==> src/rtl/program_counter.sv <==
// Program counter / fetch sequencer for the Program1 core: IDLE/RUN/DONE control,
// branch-target selection from the LUT output, and a saturating retired-instruction count.
module program_counter #(
   parameter int              PC_W     = 10,
   parameter logic [PC_W-1:0] START_PC = '0,
   parameter int              CNT_W    = 16
) (
   input  logic             clk,
   input  logic             reset,
   input  logic             start,
   input  logic             stall,
   input  logic             halt,
   input  logic             branch_en,
   input  logic             branch_rel,
   input  logic [6:0]       lut_target,
   output logic [PC_W-1:0]  pc,
   output logic             busy,
   output logic             done,
   output logic [CNT_W-1:0] inst_count
);

   // Bit 0 of the state is busy and bit 1 is done, so both outputs come straight from flops.
   localparam logic [1:0] IDLE = 2'b00;
   localparam logic [1:0] RUN  = 2'b01;
   localparam logic [1:0] DONE = 2'b10;

   logic [1:0]       state_q, state_d;
   logic [PC_W-1:0]  pc_q, pc_d;
   logic [CNT_W-1:0] cnt_q, cnt_d;

   logic [PC_W+6:0]  absExt;
   logic [PC_W+6:0]  relExt;
   logic [PC_W-1:0]  branchPc;
   logic [CNT_W-1:0] cntInc;

   // Extending past PC_W and slicing back down covers both truncation and sign extension
   // for any PC_W; the relative add then wraps naturally at the PC width.
   assign absExt   = {{PC_W{1'b0}}, lut_target};
   assign relExt   = {{PC_W{lut_target[6]}}, lut_target};
   assign branchPc = branch_rel ? (pc_q + relExt[PC_W-1:0]) : absExt[PC_W-1:0];
   assign cntInc   = (cnt_q == {CNT_W{1'b1}}) ? cnt_q : cnt_q + 1'b1;

   always_comb begin
      state_d = state_q;
      pc_d    = pc_q;
      cnt_d   = cnt_q;
      case (state_q)
         RUN: begin
            if (stall) begin
               state_d = RUN;
            end else if (halt) begin
               state_d = DONE;
               cnt_d   = cntInc;
            end else if (branch_en) begin
               pc_d  = branchPc;
               cnt_d = cntInc;
            end else begin
               pc_d  = pc_q + 1'b1;
               cnt_d = cntInc;
            end
         end
         IDLE, DONE: begin
            if (start) begin
               state_d = RUN;
               pc_d    = START_PC;
               cnt_d   = '0;
            end
         end
         default: begin
            state_d = IDLE;
            pc_d    = START_PC;
            cnt_d   = '0;
         end
      endcase
   end

   always_ff @(posedge clk or posedge reset) begin
      if (reset) begin
         state_q <= IDLE;
         pc_q    <= START_PC;
         cnt_q   <= '0;
      end else begin
         state_q <= state_d;
         pc_q    <= pc_d;
         cnt_q   <= cnt_d;
      end
   end

   assign pc         = pc_q;
   assign busy       = state_q[0];
   assign done       = state_q[1];
   assign inst_count = cnt_q;

endmodule
==> config.mk <==
export PLATFORM = sky130hd
export DESIGN_NAME = program_counter
export DESIGN_NICKNAME = d
export VERILOG_FILES = /design/src/rtl/program_counter.sv
export SDC_FILE = /design/constraint.sdc
export NUM_CORES = 1
export LEC_CHECK = 0
export CORE_MARGIN = 2
export CORE_UTILIZATION = 40
export CTS_BUF_LIST = sky130_fd_sc_hd__clkbuf_4
export DETAILED_ROUTE_END_ITERATION = 8
export PLACE_DENSITY = 0.67
export SLEW_MARGIN = 20
export SYNTH_ARGS = -nofsm -noshare
export SYNTH_HDL_FRONTEND = slang
export SYNTH_SLANG_ARGS = --single-unit
export TNS_END_PERCENT = 1
==> constraint.sdc <==
create_clock -name clk -period 2 [get_ports clk]
set_input_delay 0.2 -clock clk [delete_from_list [all_inputs] [get_ports clk]]
set_output_delay 0.2 -clock clk [all_outputs]
set_load 0.05 [all_outputs]
Word-level counts from Yosys, hierarchy flattened
Index checks and enable logic that the tools add are counted.
{ "word_totals": {"input_bits": 14, "reg_bits": 28} }
{ "classes": {"n_eq_ne": 8, "mux": 14, "addsub": 3, "n_reduce_logical": 5} }
{ "ops": {"columns": ["op", "count"], "rows": [
  ["two-way mux 10 bit", 5],
  ["two-way mux 16 bit", 3],
  ["case mux 16 bit (2 select lines)", 1],
  ["case mux 10 bit (2 select lines)", 1],
  ["adder 16 x 1 -> 16 bit (second input constant)", 1],
  ["equality test 16 bit (second input constant)", 1],
  ["adder 10 x 1 -> 10 bit (second input constant)", 1],
  ["adder 10 bit", 1],
  ["!= test 2 bit (second input constant)", 4],
  ["two-way mux 2 bit", 3],
  ["AND reduction 3 bit", 2],
  ["case mux 2 bit (2 select lines)", 1],
  ["!= test 3 bit (second input constant)", 1],
  ["equality test 2 x 1 -> 1 bit (second input constant)", 1],
  ["equality test 2 bit (second input constant)", 1],
  ["zero test 2 bit", 1],
  ["AND reduction 2 bit", 1],
  ["OR reduction 2 bit", 1]
]} }

Depth between registers and ports, before layout
{ "logic_depth": {"word_depth": 6, "mapped_depth": 9, "ltp_nobuf": 9} }

Worst setup path before layout
OpenSTA, ideal clock, no wires.
{ "synth_path": {"kind": "flip-flop to flip-flop", "from": "register pc_q[0], in the netlist pc[0]", "to": "register pc_q[6], in the netlist pc[6]", "required_ps": 1913, "t_arrival_ps": 2235, "n_path_buf": 0, "path_stages_with_launch": 10, "period_less_slack_ps": 2322, "setup_time_ps": 87, "setup_slack_ps": -322, "cell_sequence": "dfrtp_1 -> ha_1 -> inv_1 -> fa_1 -> nor2b_1 -> o221ai_1 -> a21oi_1 -> xor2_1 -> mux2i_1 -> a22oi_1"} }
{ "synth_between": {"elab_chain_cells": 6, "word_cells_on_any_way": 7, "cone_classes": "add/sub (2); mux (5)"} }
{ "synth_rtl": {"columns": ["item", "line", "source"], "rows": [
  ["start: declaration", "28", "logic [PC_W-1:0] pc_q, pc_d;"],
  ["start signal: assignment", "84", "pc_q <= pc_d;"],
  ["adder 10 bit", "40", "assign branchPc = branch_rel ? (pc_q + relExt[PC_W-1:0]) : absExt[PC_W-1:0];"],
  ["two-way mux 10 bit", "40", null],
  ["two-way mux 10 bit (*)", "54", "end else if (branch_en) begin"],
  ["two-way mux 10 bit (*)", "51", "end else if (halt) begin"],
  ["two-way mux 10 bit (*)", "49", "if (stall) begin"],
  ["case mux 10 bit (2 select lines) (*)", "47", "case (state_q)"]
]} }
Mark *: on every way between the ends. The rest lies on a longest branch, timed or not. The select of a mux whose other input is x is not followed.
A chain may end at the register's enable or synchronous reset.

Worst setup path after layout
{ "layout_path": {"from": "register pc_q[4], in the netlist pc[4]", "to": "output port pc[4]"} }
{ "layout_lines": {"columns": ["item", "line", "source"], "rows": [
  ["end: declaration", "16", "output logic [PC_W-1:0] pc,"]
]} }
No word-level cell between the ends.

==> insert_results.sql <==
INSERT INTO impl_metrics (metric_group, metric, value, unit) VALUES
('outcome', 'outcome', 'finished, final reports clean', ''),
('drt', 'routedWlPerCell', '12.82', 'um'),
('drt', 'route.detailed.drc', '0', ''),
('timing', 'final_max_slew_viol_count', '0', ''),
('yosys', 'ys_types', '48', ''),
('yosys', 'yosysTopAreaCell', 'sky130_fd_sc_hd__dfrtp_1', ''),
('placement', 'detailedPlacementHpwl', '3952', 'um'),
('drt', 'topRoutingLayerUsed', 'met4', ''),
('floorplanning', 'fp-row-count', '26', ''),
('critical_path', 'critical_path.max_fanout', '9', ''),
('yosys', 'synth-seq-area-share', '33.49', '%'),
('clock_tree', 'cts_root_buf', 'sky130_fd_sc_hd__clkbuf_4', ''),
('drt', 'route.met2.wl', '2483', 'um'),
('drt', 'dr_total_vias', '2041', ''),
('timing', 'clock-skew-final', '0.01272', 'ns'),
('yosys', 'synth.net_count', '272', ''),
('timing', 'finalCritPeriodShare', '96.15', '%'),
('job', 'drv.max_cap_violation_count', '0', ''),
('global_route', 'initial_antenna_violation_count', '0', ''),
('floorplanning', 'chipHeight', '76.32', 'um'),
('timing', 'achievable-frequency', '520.0', 'MHz'),
('yosys', 'ffs_latches_synth', '28', ''),
('yosys', 'syn-mean-instance-area', '8.504', 'sq um'),
('floorplanning', 'floorplan.die_area', '5825', 'sq um'),
('placement', 'place_ws', '-0.4062', 'ns'),
('global_route', 'via_count_of_the_first_global_routing_pass', '2031', ''),
('placement', 'gpl.final_weighted_congestion', '0.8688', ''),
('floorplanning', 'ioPinCount', '42', ''),
('critical_path', 'critical_path.startpoint_type', 'flip-flop', ''),
('drt', 'drtAntennaViolNets', '0', ''),
('yosys', 'synth_top_area_share', '33.49', '%'),
('global_route', 'globalRouteTotalUtil', '18.20', '%'),
('clock_tree', 'holdBufCountCts', '0', ''),
('layout', 'area_growth_syn_to_layout', '41.63', '%'),
('global_route', 'grt_start_max_net_pins', '21', ''),
('power_and_ir_drop', 'leakage_component_of_the_power', '1.310', 'nW'),
('critical_path', 'critPathCaptureType', 'output port', ''),
('yosys', 'synth_enable_flop_cells', '0', ''),
('yosys', 'postSynth.asyncResetShare', '100.0', '%'),
('min_path', 'hold_path.class', 'input pin to async pin', ''),
('layout', 'n_antenna_cell', '0', ''),
('yosys', 'synth.cells.most_frequent', 'sky130_fd_sc_hd__dfrtp_1 (28), sky130_fd_sc_hd__nor2_1 (28), sky130_fd_sc_hd__o21ai_0 (25)', ''),
('drt', 'routed_wl', '4999', 'um'),
('yosys', 'synth_area', '2092', 'sq um'),
('timing', 'grt_setup_unrepaired', 'true', ''),
('timing', 'worst-slew-pin-transition', '0.5051', 'ns'),
('drt', 'drt_first_iter_violations', '51', ''),
('critical_path', 'timing.setup.critical_path_class', 'flip-flop to output port', ''),
('layout', 'multi_input_area', '1404', 'sq um'),
('drt', 'm1WireLength', '2261', 'um'),
('clock_tree', 'numCtsBuffers', '3', ''),
('timing', 'setup_viol', '0', ''),
('yosys', 'yosys-top-cells-area', 'sky130_fd_sc_hd__dfrtp_1 (33%), sky130_fd_sc_hd__ha_1 (6.6%), sky130_fd_sc_hd__o21ai_0 (6.0%)', ''),
('power_and_ir_drop', 'ir_worst_vdd', '0.0004800', 'V'),
('timing', 'fin_ws', '0.07699', 'ns'),
('clock_tree', 'tritoncts', 'built', ''),
('clock_tree', 'cts.repair_timing.setup_buffer_count', '0', ''),
('layout', 'final.fill_count', '478', ''),
('clock_tree', 'clock_sinks', '28', ''),
('global_route', 'remaining_overflow_grt', '0', ''),
('yosys', 'yosys_warnings', '0', ''),
('clock_tree', 'clockBufferDepth', '2', ''),
('critical_path', 'cp.arrival', '1.72', 'ns'),
('timing', 'finalHoldViolCount', '0', ''),
('power_and_ir_drop', 'pwr_density_cell', '827.6', 'nW/um^2'),
('clock_tree', 'clock_latency', '0.34', 'ns'),
('timing', 'hold_slack', '0.1003', 'ns'),
('clock_tree', 'clk_transition_reported_paths', '0.16', 'ns'),
('yosys', 'synth_ff_type', 'sky130_fd_sc_hd__dfrtp_1', ''),
('drt', 'vias_per_cell', '5.233', ''),
('clock_tree', 'htree_num_levels', '1', '');
[flip-flops by register name, indices dropped and copies added, names as in the netlist]
| name | count |
|---|---|
| inst_count | 16 |
| pc | 10 |
| state_q | 2 |
[layer usage]
metal | track usage [%] | vias up
li1 | - | 1055
met1 | 24.07 | 939
met2 | 31.42 | 43
met3 | 2.251 | 4
met4 | 4.909 | 0
met5 | 0 | -
[layout make-up]
class / count / share of cell area (%)
Sequential cell: 28 / 23.82
Inverter: 10 / 1.267
Multi-Input combinational cell: 202 / 47.38
Timing Repair Buffer: 76 / 22.80
Clock inverter: 1 / 1.014
Tap cell: 70 / 2.956
Clock buffer: 3 / 0.7601
[critical path, stage by stage, from the launching register on]
cell and delay [ns]:
sky130_fd_sc_hd__dfrtp_1 0.40, sky130_fd_sc_hd__buf_4 0.17, sky130_fd_sc_hd__clkdlybuf4s50_1 0.81
[cells in the final DEF, fill, tap and decap left out, types with 2 or more instances in the layout]
cell type and instances:
sky130_fd_sc_hd__o31a_1 2, sky130_fd_sc_hd__ha_1 9, sky130_fd_sc_hd__nand2_1 16, sky130_fd_sc_hd__and4_1 2, sky130_fd_sc_hd__o22ai_1 6, sky130_fd_sc_hd__nand2b_1 4, sky130_fd_sc_hd__nor4b_1 2, sky130_fd_sc_hd__nor3b_1 3
sky130_fd_sc_hd__nor2_1 27, sky130_fd_sc_hd__a21o_1 5, sky130_fd_sc_hd__a211oi_1 3, sky130_fd_sc_hd__o31ai_1 2, sky130_fd_sc_hd__nor3_1 5, sky130_fd_sc_hd__buf_4 35, sky130_fd_sc_hd__o21ai_1 2, sky130_fd_sc_hd__inv_1 10
sky130_fd_sc_hd__o21ai_0 23, sky130_fd_sc_hd__nand4_1 3, sky130_fd_sc_hd__nand3_1 9, sky130_fd_sc_hd__dfrtp_2 4, sky130_fd_sc_hd__xnor2_1 8, sky130_fd_sc_hd__dfrtp_1 24, sky130_fd_sc_hd__or3_1 4, sky130_fd_sc_hd__and3_1 3
sky130_fd_sc_hd__and4_4 2, sky130_fd_sc_hd__clkbuf_4 3, sky130_fd_sc_hd__mux2i_1 6, sky130_fd_sc_hd__clkdlybuf4s50_1 40, sky130_fd_sc_hd__ha_4 2, sky130_fd_sc_hd__xor2_1 11, sky130_fd_sc_hd__a22oi_1 2, sky130_fd_sc_hd__a21oi_1 13
sky130_fd_sc_hd__or2_2 3
[where the power goes]
group | internal, mW | switching, mW
registers | 0.642 | 0.105
clock network | 0.203 | 0.178
logic | 0.561 | 0.763
[through the flow]
stage / setup TNS (ns) / std cells / util, % / area [sq um]
finish: 0 / 390 / 58.38 / 2963
global route: -0.03264 / 390 / 58.38 / 2963
CTS: 0 / 390 / 57.35 / 2910
detailed placement: -1.748 / 386 / 56.11 / 2848
global placement: -1.489 / 386 / 56.11 / 2848
floorplan: -0.2325 / 246 / - / 2110
[worst paths after layout]
check                                  to            from  depth (start not counted)  slack (ns)
max in group asynchronous  inst_count[14]           reset                          3        1.32
min                                 pc[0]           reset                          2        0.10
min in group clk               state_q[0]           stall                          3        0.49
min reg2reg                inst_count[15]  inst_count[15]                          2        0.58
max                                 pc[4]           pc[4]                          2        0.08
max reg2reg                         pc[7]           pc[0]                          8        0.09
[cells by family after synthesis]
logic type	Yosys count	synth area share (%)
and+or+nand+nor	93	23.62
AOI/OAI and AO/OA	71	21.11
DFF	28	33.49
xor gates and xnor gates	19	7.955
buffers and inverters	16	2.871
adders and majority gates	12	7.536
muxes	7	3.409
[what timing repair did]
item / in CTS / in global routing
cloned: 0 / 0
setup endpoints to repair: 2 / 4
pin swaps: 3 / 7
resized for setup: 3 / 11
endpoints found under the hold margin: 0 / 0
(Power assumes the default switching activity.)
==> edit (same settings) <==
Set the parameter `PC_W` to 12 (it was 10).
--- a/src/rtl/program_counter.sv
+++ b/src/rtl/program_counter.sv
@@ -1,7 +1,7 @@
 // Program counter / fetch sequencer for the Program1 core: IDLE/RUN/DONE control,
 // branch-target selection from the LUT output, and a saturating retired-instruction count.
 module program_counter #(
-   parameter int              PC_W     = 10,
+   parameter int              PC_W     = 12,
    parameter logic [PC_W-1:0] START_PC = '0,
    parameter int              CNT_W    = 16
 ) (
Interface: changed (resized pc); port bits go from 42 to 44. The function was not compared with the original's and may differ.
==> edit against the unedited design <==
  * The run now ends with negative setup slack left
  * Area after synthesis is 8.6% higher
  * Routed wire length is 26% higher
  * Power is 7.8% higher
  * Worst hold slack better by 0.14 ns
  * Clock power is 5.8% lower
  * Via count is 13% higher
  * Global-route usage is 3.0 points higher
  * Synthesized cell count is 7.7% higher
  * Combinational power is 14% higher
  * Utilization is 1.1 points higher
  * Setup slack worse by 0.31 ns
  * Sequential cell count is 2 higher
  * Final area is 11% higher
  * Clock skew is 0.0029 ns lower
  * Largest cell class unchanged
  * Highest routed layer unchanged
==> edit: results (changes against the unedited design) <==
[run_status]
status=finished, violations left
violations=negative setup slack

[logic_synthesis]
synth_compound_area_share_pct=18.6  ; -2.5 points
synth_adder_area_share_pct=8.04  ; +0.50 points
synth_cell_type_count=54  ; +13%
yosysSeqAreaShare_pct=33.0  ; -0.45 points
synth_mux_area_share_pct=1.82  ; -1.6 points
synth-xor-area-share_pct=10.0  ; +2.1 points

[final_layout]
final_nets=388  ; +12%
drive_gt1_share_pct=21.1  ; +0.43 points
instances_no_fill=433  ; +11%
nMultiInputCombCells=221  ; +9.4%
nClkBuffers=6  ; +3
inv_count=8  ; -2
clkCellAreaFrac_pct=1.64  ; -0.13 points
seq_area_share_pct=23.0  ; -0.82 points
buf_share_pct=24.8  ; +2.0 points

[sta]
setup_viol=7  ; +7
setup_slack_ns=-0.229  ; -0.306 ns
skew_ns=0.00987  ; -0.00285 ns
holdWs_ns=0.238  ; +0.137 ns
tns_ns=-0.710  ; -0.710 ns

[clock_network]
path_clk_slew_ns=0.10  ; -0.06 ns
cts_sinks=30  ; +7.1%
cts-buffers-inserted=5  ; +2
cts_max_level=2  ; +1

[critical_path]
cp_slowest_stage_delay_ns=0.44  ; -0.37 ns
critPathMaxFanout=2  ; -7
slowest_stage=dfrtp_2
cp-endpoint=pc[8]
cp.arrival_ns=2.44  ; +0.72 ns

[global_route]
grt_max_degree=31  ; +48%
grt_pass1_vias=2277  ; +12%
grt_util_all_layers_pct=21.2  ; +3.0 points

[place]
pre_cts_slack_ns=-0.458  ; -0.0519 ns
hpwl_mm=4.88  ; +24%
dp_cells=425  ; +10%

[route]
met2_length_mm=3.06  ; +23%
wirelength_mm=6.29  ; +26%
met1Wirelength_mm=2.91  ; +29%
drt_iter0_drc=82  ; +61%
routed-via-count=2299  ; +13%

[power]
powerDensity_nw_per_um2=807  ; -2.5%
peakVddDrop_mv=0.362  ; -25%
leakage_nw=1.47  ; +12%

## edit: cell types whose count changed in the layout (fill, tap and decap cells not counted), moves of 4 or more
cell     delta
o21ai_0     -9
nor2_1      +5
xnor2_1     +7
nand2_1     +8
dfrtp_1     +4
and4_1      +4
buf_4      +16
o22ai_1     -5
or3_1       -4
nand3_1     +8
## edit: what timing repair did
action | in CTS | in global routing
hold endpoints to repair | 0 | 0
resized for setup | 2 | 8
endpoints found under the setup margin | 7 | 12
pin swaps | 1 | 1
## edit: where the power goes
part           total (W)  internal [W]  switching [W]
Clock           0.000359      0.000146       0.000213
Combinational    0.00151      0.000639       0.000875
Sequential      0.000769      0.000685      0.0000840
Total            0.00264       0.00147        0.00117
## edit: worst reg2reg max path: cells and delay by family, from the launching register on
family,cells,cell delay [ns]
and+or+nand+nor,1,0.08
DFF,1,0.44
AOI/OAI and AO/OA,4,0.94
xor gates and xnor gates,1,0.14
adders and majority gates,2,0.52
